### src/rtl/alu_ctrl_pipe.sv
// alu_ctrl_pipe: pipelined RV32I ALU-control decoder with valid/ready handshake.
//
// Decodes each accepted instruction word into an ALU control code plus an
// illegal flag, and registers both (with the instruction word) for the execute
// stage. A one-entry skid buffer absorbs the beat accepted during an output
// stall, so in_ready is a register and never depends combinationally on
// out_ready. A saturating counter tracks accepted illegal instructions.
//
// Ports:
//   clk, rst_n            clock, asynchronous active-low reset
//   in_valid/in_ready     upstream handshake
//   in_instr              instruction word
//   out_valid/out_ready   downstream handshake
//   out_ctrl              ALU control code (bits above 3 are zero)
//   out_illegal           instruction not supported
//   out_instr             instruction word carried with its decode
//   err_clr               synchronous clear of err_count (wins over increment)
//   err_count             saturating count of accepted illegal instructions
module alu_ctrl_pipe #(
    parameter int unsigned CTRL_W         = 4,
    parameter int unsigned ERR_CNT_W      = 8,
    parameter bit          SUPPORT_SHIFTS = 1'b1
) (
    input  logic                 clk,
    input  logic                 rst_n,
    input  logic                 in_valid,
    output logic                 in_ready,
    input  logic [31:0]          in_instr,
    output logic                 out_valid,
    input  logic                 out_ready,
    output logic [CTRL_W-1:0]    out_ctrl,
    output logic                 out_illegal,
    output logic [31:0]          out_instr,
    input  logic                 err_clr,
    output logic [ERR_CNT_W-1:0] err_count
);

    typedef enum logic [3:0] {
        AluAdd   = 4'b0000,
        AluSub   = 4'b0001,
        AluOr    = 4'b0010,
        AluXor   = 4'b0011,
        AluAnd   = 4'b0100,
        AluSlt   = 4'b0101,
        AluSltu  = 4'b0110,
        AluSll   = 4'b0111,
        AluSrl   = 4'b1000,
        AluSra   = 4'b1001,
        AluPassB = 4'b1010
    } alu_op_e;

    localparam logic [6:0] OpReg    = 7'b0110011;
    localparam logic [6:0] OpImm    = 7'b0010011;
    localparam logic [6:0] OpLoad   = 7'b0000011;
    localparam logic [6:0] OpStore  = 7'b0100011;
    localparam logic [6:0] OpBranch = 7'b1100011;
    localparam logic [6:0] OpLui    = 7'b0110111;
    localparam logic [6:0] OpAuipc  = 7'b0010111;
    localparam logic [6:0] OpJal    = 7'b1101111;
    localparam logic [6:0] OpJalr   = 7'b1100111;
    localparam logic [6:0] F7Zero   = 7'b0000000;
    localparam logic [6:0] F7Alt    = 7'b0100000;

    // ---------------------------------------------------------------- decode
    logic [6:0]        opc;
    logic [2:0]        f3;
    logic [6:0]        f7;
    alu_op_e           dec_op;
    logic              dec_bad;
    logic [CTRL_W-1:0] dec_ctrl;

    assign opc = in_instr[6:0];
    assign f3  = in_instr[14:12];
    assign f7  = in_instr[31:25];

    always_comb begin
        dec_op  = AluAdd;
        dec_bad = 1'b0;
        case (opc)
            OpReg: begin
                if (f7 == F7Zero) begin
                    case (f3)
                        3'b000:  dec_op = AluAdd;
                        3'b001:  dec_op = AluSll;
                        3'b010:  dec_op = AluSlt;
                        3'b011:  dec_op = AluSltu;
                        3'b100:  dec_op = AluXor;
                        3'b101:  dec_op = AluSrl;
                        3'b110:  dec_op = AluOr;
                        default: dec_op = AluAnd;
                    endcase
                end else if (f7 == F7Alt && f3 == 3'b000) begin
                    dec_op = AluSub;
                end else if (f7 == F7Alt && f3 == 3'b101) begin
                    dec_op = AluSra;
                end else begin
                    dec_bad = 1'b1;
                end
            end
            OpImm: begin
                case (f3)
                    3'b000:  dec_op = AluAdd;
                    3'b001: begin
                        if (f7 == F7Zero) dec_op = AluSll;
                        else              dec_bad = 1'b1;
                    end
                    3'b010:  dec_op = AluSlt;
                    3'b011:  dec_op = AluSltu;
                    3'b100:  dec_op = AluXor;
                    3'b101: begin
                        if (f7 == F7Zero)     dec_op = AluSrl;
                        else if (f7 == F7Alt) dec_op = AluSra;
                        else                  dec_bad = 1'b1;
                    end
                    3'b110:  dec_op = AluOr;
                    default: dec_op = AluAnd;
                endcase
            end
            // Loads: byte/half/word plus unsigned byte/half.
            OpLoad:  dec_bad = (f3 == 3'b011) || (f3[2:1] == 2'b11);
            // Stores: byte/half/word only.
            OpStore: dec_bad = f3[2] || (f3 == 3'b011);
            OpBranch: begin
                case (f3[2:1])
                    2'b00:   dec_op = AluSub;
                    2'b01:   dec_bad = 1'b1;
                    2'b10:   dec_op = AluSlt;
                    default: dec_op = AluSltu;
                endcase
            end
            OpLui:          dec_op = AluPassB;
            OpAuipc, OpJal: dec_op = AluAdd;
            OpJalr:         dec_bad = (f3 != 3'b000);
            default:        dec_bad = 1'b1;
        endcase

        if (!SUPPORT_SHIFTS && (dec_op == AluSll || dec_op == AluSrl || dec_op == AluSra)) begin
            dec_bad = 1'b1;
        end
        if (dec_bad) begin
            dec_op = AluAdd;
        end

        dec_ctrl      = '0;
        dec_ctrl[3:0] = dec_op;
    end

    // -------------------------------------------------------------- pipeline
    logic              out_valid_q;
    logic [CTRL_W-1:0] out_ctrl_q;
    logic              out_illegal_q;
    logic [31:0]       out_instr_q;
    logic              skid_valid_q;
    logic [CTRL_W-1:0] skid_ctrl_q;
    logic              skid_illegal_q;
    logic [31:0]       skid_instr_q;
    logic [ERR_CNT_W-1:0] err_q;
    logic              accept;

    assign in_ready    = !skid_valid_q;
    assign accept      = in_valid && !skid_valid_q;
    assign out_valid   = out_valid_q;
    assign out_ctrl    = out_ctrl_q;
    assign out_illegal = out_illegal_q;
    assign out_instr   = out_instr_q;
    assign err_count   = err_q;

    // Output register. A full skid implies out_valid_q=1, so out_ready alone
    // means Fire in that branch.
    always_ff @(posedge clk or negedge rst_n) begin
        if (!rst_n) begin
            out_valid_q   <= 1'b0;
            out_ctrl_q    <= '0;
            out_illegal_q <= 1'b0;
            out_instr_q   <= '0;
        end else if (skid_valid_q) begin
            if (out_ready) begin
                out_ctrl_q    <= skid_ctrl_q;
                out_illegal_q <= skid_illegal_q;
                out_instr_q   <= skid_instr_q;
            end
        end else if (accept && (!out_valid_q || out_ready)) begin
            out_valid_q   <= 1'b1;
            out_ctrl_q    <= dec_ctrl;
            out_illegal_q <= dec_bad;
            out_instr_q   <= in_instr;
        end else if (out_ready) begin
            out_valid_q <= 1'b0;
        end
    end

    // Skid buffer: catches the beat accepted while the output is stalled.
    always_ff @(posedge clk or negedge rst_n) begin
        if (!rst_n) begin
            skid_valid_q   <= 1'b0;
            skid_ctrl_q    <= '0;
            skid_illegal_q <= 1'b0;
            skid_instr_q   <= '0;
        end else if (accept && out_valid_q && !out_ready) begin
            skid_valid_q   <= 1'b1;
            skid_ctrl_q    <= dec_ctrl;
            skid_illegal_q <= dec_bad;
            skid_instr_q   <= in_instr;
        end else if (skid_valid_q && out_ready) begin
            skid_valid_q <= 1'b0;
        end
    end

    // Illegal counter: counted at acceptance, saturating, clear wins.
    always_ff @(posedge clk or negedge rst_n) begin
        if (!rst_n) begin
            err_q <= '0;
        end else if (err_clr) begin
            err_q <= '0;
        end else if (accept && dec_bad && (err_q != '1)) begin
            err_q <= err_q + 1'b1;
        end
    end

endmodule

### config.mk
export PLATFORM = sky130hd
export DESIGN_NAME = alu_ctrl_pipe
export DESIGN_NICKNAME = d
export VERILOG_FILES = /design/src/rtl/alu_ctrl_pipe.sv
export SDC_FILE = /design/constraint.sdc
export NUM_CORES = 1
export LEC_CHECK = 0
export BUFFER_PORTS_ARGS = -buffer_cell sky130_fd_sc_hd__buf_2
export CAP_MARGIN = 20
export CORE_AREA = 3 3 100 102
export CTS_CLUSTER_SIZE = 20
export DETAILED_ROUTE_END_ITERATION = 8
export DIE_AREA = 0 0 103 105
export PLACE_DENSITY = 0.67
export SLEW_MARGIN = 20
export SYNTH_ARGS = -nofsm -noshare
export SYNTH_HDL_FRONTEND = slang
export SYNTH_SLANG_ARGS = --single-unit
### constraint.sdc
create_clock -name clk -period 2.3 [get_ports clk]
set_input_delay 0.115 -clock clk [delete_from_list [all_inputs] [get_ports clk]]
set_output_delay 0.115 -clock clk [all_outputs]
set_load 0.01 [all_outputs]
Yosys cells after proc, flatten, opt, wreduce, memory -nomap -nowiden
Index checks and enable logic that the tools add are counted.
{ "word_totals": {"register_bits": 84, "inputBits": 37, "wordCells": 93, "out_inout_bits": 47} }
{ "classes": {"muxes": 35, "n_eq_ne": 21, "n_reduce_logical": 26, "n_bitwise": 1, "n_addsub": 1} }
{ "ops": {"columns": ["operator", "n"], "rows": [
  ["$mux W32", 3],
  ["$pmux W4 S7", 2],
  ["$mux W4", 9],
  ["$eq A7 B6 Y1 const B", 4],
  ["$eq A7 B7 Y1 const B", 3],
  ["$mux W8", 2],
  ["$pmux W4 S4", 1],
  ["$eq A7 B5 Y1 const B", 2],
  ["$mux W1", 14],
  ["$eq A3 B3 Y1 const B", 3],
  ["$logic_and A1 B1 Y1", 9],
  ["$pmux W3 S3", 1],
  ["$add A8 B1 Y8 const B", 1],
  ["$ne A8 B8 Y1 const B", 1],
  ["$reduce_bool A2 Y1", 4],
  ["$eq A7 B2 Y1 const B", 1],
  ["$logic_not A7 Y1", 1],
  ["$pmux W1 S7", 1],
  ["$eq A3 B2 Y1 const B", 2],
  ["$eq A2 B2 Y1 const B", 2],
  ["$reduce_and A2 Y1", 2],
  ["$eq A3 B1 Y1 const B", 1],
  ["$logic_not A1 Y1", 3],
  ["$logic_not A3 Y1", 1],
  ["other kinds (9)", 11]
]} }

Longest topological paths before layout
Gate-level depths: netlist of the first run.
{ "depth": {"word_depth": 10, "mapped_depth": 8, "ltp_nobuf": 7} }

Least setup slack after synthesis of the first run
No wires, ideal clock.
{ "synth_timing": {"path_kind": "reg-to-reg", "from": "register err_q[0], in the netlist err_count[0]", "to": "register err_q[6], in the netlist err_count[6]", "t_required_ns": 2.222, "synth_period_minus_slack_ns": 1.710, "stages_incl_launch_ff": 8, "path_buffers": 0, "t_arrival_ns": 1.632, "setup_ns": 0.078, "path_slack_ns": 0.590, "path_cell_list": "dfrtp_1 ha_1 nand2_1 nor2_1 nor2_1 nand4_1 or4_1 a21oi_1"} }
{ "synth_via": {"elab_chain_len": 3, "elab_cells_between_ends": 6, "cone_classes": "add/sub: 1; eq/ne: 1; mux: 2; reduce/logical: 2"} }
{ "synth_rtl": {"columns": ["item", "line_no", "source"], "rows": [
  ["start: declaration", "157", "logic [ERR_CNT_W-1:0] err_q;"],
  ["start signal: assignment", "216", "err_q <= err_q + 1'b1;"],
  ["$add A8 B1 Y8 / $ne A8 B8 Y1 (equally long branches)", "216, 215", null],
  ["$mux W8 / $logic_and A1 B1 Y1 (equally long branches)", "215", "end else if (accept && dec_bad && (err_q != '1)) begin"],
  ["$mux W8 / $reduce_bool A2 Y1 (equally long branches)", null, null]
]} }
Several ways; a longest one is shown, not always the timed one. The select of a mux whose other input is x is not followed.
A chain may end at the register's enable or synchronous reset.

Worst setup path after layout of the first run
{ "layout_timing": {"from": "input port in_instr[0]", "to": "register err_q[6], in the netlist err_count[6]"} }
{ "layout_via": {"elab_chain_len": 6, "elab_cells_between_ends": 14, "cone_classes": "eq/ne: 9; mux: 1; reduce/logical: 4"} }
{ "layout_rtl": {"columns": ["item", "line_no", "source"], "rows": [
  ["start: declaration", "28", "input logic [31:0] in_instr,"],
  ["$eq A7 B5 Y1 (tied with other cells)", "79", "case (opc)"],
  ["$reduce_or A3 Y1 (no line)", null, null],
  ["$pmux W1 S7 *", "79", null],
  ["$logic_and A1 B1 Y1 * (2 in series)", "215", null],
  ["$reduce_bool A2 Y1 (no line) *", null, null]
]} }
Mark *: on every way between the ends. The rest lies on a longest branch, timed or not.

==> Implementation_results.wiki, run 1 <==
{| class="wikitable"
! Metric !! Value
|-
| Outcome || finished clean
|-
| Data arrival time of the critical path || 2.40 ns
|-
| HP Class || in2reg
|-
| Total power draw || 4240 uW
|-
| Required time at the worst-slack endpoint || 2.57 ns
|-
| Final worst path period need || 2.13 ns
|-
| Critical Setup Path Class || in2reg
|-
| Post_cts resized || 0
|-
| Syn-to-layout area delta || 23.0%
|-
| CP Launch Type || primary input
|-
| Number of antenna violations at the first check in global routing || 0
|-
| FMAX || 470 MHz
|-
| Final routed DRC violation total || 0
|-
| DIE HEIGHT || 105 um
|-
| Count of H-tree levels built during CTS || 3
|-
| Clock sink total || 84
|-
| FP Rows || 35
|-
| Cell with the biggest individual delay on the critical path || sky130_fd_sc_hd__dlygate4sd3_1
|-
| Die Area || 10800 um^2
|-
| Smallest hold slack || 0.0194 ns
|-
| Final number of max-transition violations || 0
|-
| Leading cell types in the layout, fill and taps excluded || sky130_fd_sc_hd__nand2_1, sky130_fd_sc_hd__dfrtp_1, sky130_fd_sc_hd__buf_2
|-
| Bufs and invs on worst path || 3
|-
| Final net count || 578
|-
| All-Layer GR Usage || 18.4%
|-
| Placeable core region || 9200 um^2
|-
| Number of standard cells in the final layout excluding fillers || 656
|-
| Post-DP HPWL || 6140 um
|-
| Setup Total Neg Slack || 0 ns
|-
| Ant diodes || 0
|-
| GR Util met3 || 4.14%
|-
| Max FO, Critical Path || 14
|-
| CP Capture Type || register
|-
| IO buf count || 83
|-
| Overall via count from detail_route || 3424
|-
| Clock insertion delay at the later pin of the skew report || 0.35 ns
|-
| Most common cell after layout, fill and taps aside || sky130_fd_sc_hd__nand2_1
|-
| Average wire length per cell after detail routing || 14.3 um
|-
| Clock root buffer || sky130_fd_sc_hd__clkbuf_8
|-
| Combined area of the multi-input logic cells || 1850 um^2
|-
| Deepest clock path buffer count || 2
|-
| Mapped Nets || 484
|-
| Synth area leader || sky130_fd_sc_hd__dfrtp_1
|-
| Number of nets still failing antenna checks after routing || 0
|-
| Maximum number of pins on one net before global-route repair || 44
|-
| Final core occ || 54.7%
|-
| Delay of the slowest cell on the worst path || 0.52 ns
|-
| CTS clock-pin slew for the worst setup and hold paths || 0.09 ns
|-
| Number of optimization iterations in the first detailed-route pass || 4
|-
| Sequential fraction of the synthesis area || 51.4%
|-
| Mapped Cells || 446
|-
| Count of synthesis-stage warnings from yosys || 0
|-
| Cell variety after synth || 53
|-
| Maxcap violations || 0
|-
| Synthesized area divided by synthesized cell count || 9.17 um^2
|-
| Busiest metal layer after global routing || met2
|-
| Worst Tran Pin Value || 0.667 ns
|-
| Wire length after detailed routing || 9390 um
|-
| Weighted congestion reported at the end of routability-driven placement || 0.877
|-
| Final-report setup violation count || 0
|-
| Flip-flop and latch count after synthesis || 84
|-
| Peak supply drop || 0.000496 V
|-
| Cells along the critical path || dlygate4sd3_1, buf_2, nand2_1, or3_4, a311oi_2, a211oi_2, buf_4, or4_1, a21oi_1
|-
| Fraction of layout cells with a size suffix above 1 || 21.5%
|-
| Met1 track utilization from global routing || 25.0%
|-
| First-pass GRT wire length || 15800 um
|-
| Layout filler cell count || 846
|-
| Total leakage power || 0.00236 uW
|-
| Drt via density || 5.22
|-
| Cell family with the largest share of critical-path delay || simple AND/OR/NAND/NOR gates
|-
| Share of the cycle needed by the critical path after routing || 92.5%
|-
| Netlist area before placement || 4090 um^2
|-
| Cell count after placement || 618
|-
| Seq. cell area || 2100 um^2
|-
| Setup repair after global routing missed its margin || no
|-
| Ranking of synthesized cells by area || sky130_fd_sc_hd__dfrtp_1, sky130_fd_sc_hd__nand2_1, sky130_fd_sc_hd__mux2i_1, sky130_fd_sc_hd__a21oi_1, sky130_fd_sc_hd__nor2_1
|-
| Layout Skew || 0.00859 ns
|-
| TritonCTS clock tree || built
|-
| Setup fix buffers added after clock tree synthesis || 0
|-
| DRT iter0 DRCs || 142
|-
| Global routing met2 resource utilization || 29.3%
|-
| Worst slew slack as a fraction of its limit || 55.5%
|-
| Die outline width || 103 um
|-
| Initial Util || 44.5%
|-
| Total power density per cell area || 842 nW/um^2
|-
| Total gr overflow || 0
|-
| Proportion of netlist area held by the largest area contributor || 51.4%
|-
| Number of top-level pins || 84
|-
| Final Hold Fails || 0
|-
| Cts bufs inserted || 9
|-
| Number of global-route vias before repair || 3326
|}
worst paths after layout:
kind                                   from               end  slack [ns]  depth (start not counted)
setup reg to reg               err_count[0]      err_count[6]        0.42                          7
min in group asynchronous             rst_n      err_count[0]        0.29                          2
max in group asynchronous             rst_n   skid_instr_q[6]        1.36                          3
hold / removal                 in_instr[28]  skid_instr_q[28]        0.02                          3
setup / recovery                in_instr[0]      err_count[6]        0.17                          9
hold reg to reg            skid_instr_q[10]  skid_instr_q[10]        0.48                          2
synthesized netlist by cell type (all sizes together):
cell,n
o21a,2
or3,2
nand3,8
inv,6
o31ai,4
or4,3
ha,1
nand2,111
a22oi,1
a32oi,2
and2,1
o32a,1
clkbuf,24
xor2,3
nand3b,2
a211oi,2
a311oi,1
mux2,4
o31a,1
buf,5
nor2,46
dfrtp,84
nand4b,1
nor4b,2
nand2b,7
o21ba,1
a21oi,37
and3,3
o211ai,2
or2,1
nand4,4
o22a,1
a21o,1
nor3b,1
nor4,2
o22ai,2
o221ai,2
a31oi,3
mux2i,33
maj3,1
o21ai,15
nor3,4
nor2b,9
worst register-to-register path, delay by kind of cell (launching register included):
family                     cells  cell delay [ns]
AOI/OAI and AO/OA              1             0.16
adders and majority gates      1             0.26
DFF                            1             0.43
and+or+nand+nor                5             0.95
layout make-up:
cell class,count,share of cell area (%)
Clock buffer,11,2.81
Clock inverter,5,1.22
Inverter,6,0.448
Multi-Input combinational cell,327,36.7
Sequential cell,84,41.8
Tap cell,111,2.76
Timing Repair Buffer,112,14.2
flip-flops by register name, summed over array words and instances, names as in the netlist:
signal	cells
out_valid	1
skid_instr_q	32
skid_valid_q	1
skid_illegal_q	1
out_illegal	1
out_ctrl	4
err_count	8
skid_ctrl_q	4
out_instr	32
what timing repair did:
action                                  CTS  global route
hold buffers                             22             0
hold endpoints to repair                 62             0
endpoints found under the setup margin    0             0
per-layer routing:
metal | share of wire [%] | wire length, um | vias to the layer above
met2 | 48 | 4510 | 75
met1 | 47 | 4430 | 1647
met4 | 0.87 | 82 | 0
met3 | 3.9 | 367 | 8
met5 | 0 | 0 | -
li1 | - | - | 1694
power breakdown:
part / internal [uW] / leakage (uW) / switching [uW] / total (uW)
combinational: 475 / 0.00124 / 637 / 1110
clock: 536 / 0.000103 / 526 / 1060
sequential: 1860 / 0.00102 / 206 / 2060
through the flow:
step           setup WS [ns]  cell area, um^2
3_3_place_gp           0.376             4610
3_5_place_dp           0.307             4610
4_1_cts                0.174             5030
5_1_grt               0.0619             5030
2_1_floorplan          0.590             4090
6_report               0.173             5030
kinds of logic (layout without fill, tap and decap cells):
family	count (synthesis)	count (layout)	share of synthesized area, %
xor gates and xnor gates	3	3	0.643
buffers and inverters	35	134	3.61
and+or+nand+nor	207	207	22.9
muxes	37	37	9.27
adders and majority gates	2	2	0.551
DFF	84	84	51.4
AOI/OAI and AO/OA	78	78	11.6
Power figures use the tool's default switching activity.
==> inputs of run 2 (changes only) <==
--- a/config.mk
+++ b/config.mk
@@ -11,7 +11,7 @@
 export CTS_CLUSTER_SIZE = 20
 export DETAILED_ROUTE_END_ITERATION = 8
 export DIE_AREA = 0 0 103 105
-export PLACE_DENSITY = 0.67
+export PLACE_DENSITY = 0.7
 export SLEW_MARGIN = 20
 export SYNTH_ARGS = -nofsm -noshare
 export SYNTH_HDL_FRONTEND = slang
==> constraint.sdc (replaced) <==
create_clock -name clk -period 1.8 [get_ports clk]
set_input_delay 0.09 -clock clk [delete_from_list [all_inputs] [get_ports clk]]
set_output_delay 0.09 -clock clk [all_outputs]
set_load 0.01 [all_outputs]
==> Implementation_results.wiki, run 2 (synthesis gave the netlist of run 1 again) <==
{| class="wikitable"
! Metric !! Value
|-
| Wire length on met1 || 4400 um (was 4430 um)
|-
| Worst Tran Pin Value || 0.587 ns (was 0.667 ns)
|-
| Cells along the critical path || ha_1, nand2_2, nor2_1, nor2_2, nand4_1, or4_4, a21oi_2 (was dlygate4sd3_1, buf_2, nand2_1, or3_4, a311oi_2, a211oi_2, buf_4, or4_1, a21oi_1)
|-
| Clock root buffer || sky130_fd_sc_hd__clkbuf_8 (unchanged)
|-
| Final-report setup violation count || 0 (unchanged)
|-
| Number of optimization iterations in the first detailed-route pass || 5 (was 4)
|-
| Die outline width || 103 um (unchanged)
|-
| Cell with the biggest individual delay on the critical path || sky130_fd_sc_hd__or4_4 (was sky130_fd_sc_hd__dlygate4sd3_1)
|-
| Number of cells traversed by the worst register-to-register path || 7 (unchanged)
|-
| Number of antenna violations at the first check in global routing || 0 (unchanged)
|-
| Most common cell after layout, fill and taps aside || sky130_fd_sc_hd__nand2_1 (unchanged)
|-
| Critical R2R Launch || err_count[0] (unchanged)
|-
| Leading cell types in the layout, fill and taps excluded || sky130_fd_sc_hd__nand2_1, sky130_fd_sc_hd__dfrtp_1, sky130_fd_sc_hd__buf_2 (unchanged)
|-
| HP Class || in2reg (unchanged)
|-
| IO buf count || 83 (unchanged)
|-
| Placeable core region || 9200 um^2 (unchanged)
|-
| Wire length after detailed routing || 9750 um (was 9390 um)
|-
| Required time at the worst-slack endpoint || 2.07 ns (was 2.57 ns)
|-
| Clock insertion delay at the later pin of the skew report || 0.34 ns (was 0.35 ns)
|-
| HP Start || in_instr[5] (was in_instr[28])
|-
| Number of global-route vias before repair || 3477 (was 3326)
|-
| Die Area || 10800 um^2 (unchanged)
|-
| Sum of met3 wire segment lengths after detailed routing || 426 um (was 367 um)
|-
| CTS clock-pin slew for the worst setup and hold paths || 0.08 ns (was 0.09 ns)
|-
| Final routed DRC violation total || 0 (unchanged)
|-
| Smallest hold slack || 0.0143 ns (was 0.0194 ns)
|-
| Worst slew slack as a fraction of its limit || 60.9% (was 55.5%)
|-
| Hold path endpoint || skid_instr_q[5] (was skid_instr_q[28])
|-
| Outcome || finished clean (unchanged)
|-
| Critical Setup Path Class || reg2reg (was in2reg)
|-
| Number of nets still failing antenna checks after routing || 0 (unchanged)
|-
| Syn-to-layout area delta || 28.8% (was 23.0%)
|-
| Number of top-level pins || 84 (unchanged)
|-
| Total power draw || 5550 uW (was 4240 uW)
|-
| Share of the cycle needed by the critical path after routing || 95.8%
|-
| Final net count || 603 (was 578)
|-
| CP Capture Type || register (unchanged)
|-
| Setup slack after layout || 0.0752 ns (was 0.173 ns)
|-
| CP Launch Type || register (was primary input)
|-
| Terminus of the critical flop-to-flop path || err_count[6] (unchanged)
|-
| Deepest clock path buffer count || 2 (unchanged)
|-
| Total gr overflow || 0 (unchanged)
|-
| DRT iter0 DRCs || 133 (was 142)
|-
| Final Hold Fails || 0 (unchanged)
|-
| Final number of max-transition violations || 0 (unchanged)
|-
| Delay of the slowest cell on the worst path || 0.44 ns (was 0.52 ns)
|-
| Fraction of layout cells with a size suffix above 1 || 25.5% (was 21.5%)
|-
| Number of cells on the worst hold path || 3 (unchanged)
|-
| First-pass GRT wire length || 16600 um (was 15800 um)
|-
| Count of H-tree levels built during CTS || 3 (unchanged)
|-
| Ant diodes || 0 (unchanged)
|-
| Initial Util || 44.5% (unchanged)
|-
| Clock sink total || 84 (unchanged)
|-
| Overall via count from detail_route || 3519 (was 3424)
|-
| Total leakage power || 0.00249 uW (was 0.00236 uW)
|-
| Register-to-register setup slack || 0.08 ns (was 0.42 ns)
|-
| Final core occ || 57.3% (was 54.7%)
|-
| Maximum number of pins on one net before global-route repair || 47 (was 44)
|-
| Post-DP HPWL || 6560 um (was 6140 um)
|-
| Met2 routed WL || 4770 um (was 4510 um)
|-
| Weighted congestion reported at the end of routability-driven placement || 0.864 (was 0.877)
|-
| Cts bufs inserted || 9 (unchanged)
|-
| FMAX || 580 MHz
|-
| Worst setup slack after placement || -0.126 ns (was 0.307 ns)
|-
| Total power density per cell area || 1050 nW/um^2 (was 842 nW/um^2)
|-
| DIE HEIGHT || 105 um (unchanged)
|-
| Max FO, Critical Path || 4 (was 14)
|-
| Data arrival time of the critical path || 2.00 ns (was 2.40 ns)
|-
| Average wire length per cell after detail routing || 14.3 um (about the same)
|-
| Maxcap violations || 0 (unchanged)
|-
| All-Layer GR Usage || 19.2% (was 18.4%)
|-
| Top Layer Used || met4 (unchanged)
|-
| Final worst path period need || 1.72 ns
|-
| FP Rows || 35 (unchanged)
|-
| Drt via density || 5.18 (was 5.22)
|-
| Layout Skew || 0.00650 ns (was 0.00859 ns)
|-
| Peak supply drop || 0.000528 V (was 0.000496 V)
|-
| TritonCTS clock tree || built (unchanged)
|}
-- run 2: worst max-delay path by stage --
stage	slack [ns]	to	startpoint	cells after the start
after global placement	-0.03	err_count[7]	in_instr[0]	8
after detailed placement	-0.13	err_count[6]	in_instr[3]	7
after CTS	0.02	err_count[6]	err_count[1]	7
after global routing	-0.02	err_count[6]	err_count[0]	7
after floorplan	0.09	err_count[6]	err_count[0]	7
final	0.08	err_count[6]	err_count[0]	7
-- run 2: per-stage QoR --
stage	instance area (um^2)	setup TNS [ns]	instances
2_1_floorplan	4090	0	446
3_3_place_gp	4790	-0.0534	639
3_5_place_dp	4790	-0.524	639
4_1_cts	5240	0	678
5_1_grt	5270	-0.0241	680
6_report	5270	0	680
-- run 2: layout make-up --
type | count | area (um^2)
well taps | 111 | 139
repair buffers | 137 | 933
fillers | 827 | 3930
inverters | 6 | 22.5
flip-flops and latches | 84 | 2100
multi-input cells | 327 | 1860
clock buffers | 10 | 128
clock inverters | 5 | 77.6
-- run 2: power by group --
group / internal (uW) / leakage [uW] / switching, uW
clock: 770 / 0.000102 / 645
sequential: 2370 / 0.00102 / 265
combinational: 663 / 0.00137 / 834
total: 3800 / 0.00249 / 1740
-- run 2: what timing repair did --
item,in CTS,in global routing
endpoints found under the setup margin,2,2
hold endpoints to repair,65,0
gates resized for setup,1,5
setup buffers,0,2
hold buffers,24,0
pin swaps,0,2
-- run 2: critical path, delay by kind of cell, from the launching register on --
family	cells	cell delay [ns]
AO/OA/AOI/OAI	1	0.15
flip-flops	1	0.39
adder cells (fa/ha/maj)	1	0.22
AND/OR/NAND/NOR	5	0.90
-- run 2: routing by layer --
metal	vias up	global-route usage, %
met2	78	32.0
met5	-	0
li1	1753	-
met4	0	5.83
met1	1673	24.6
met3	15	4.14
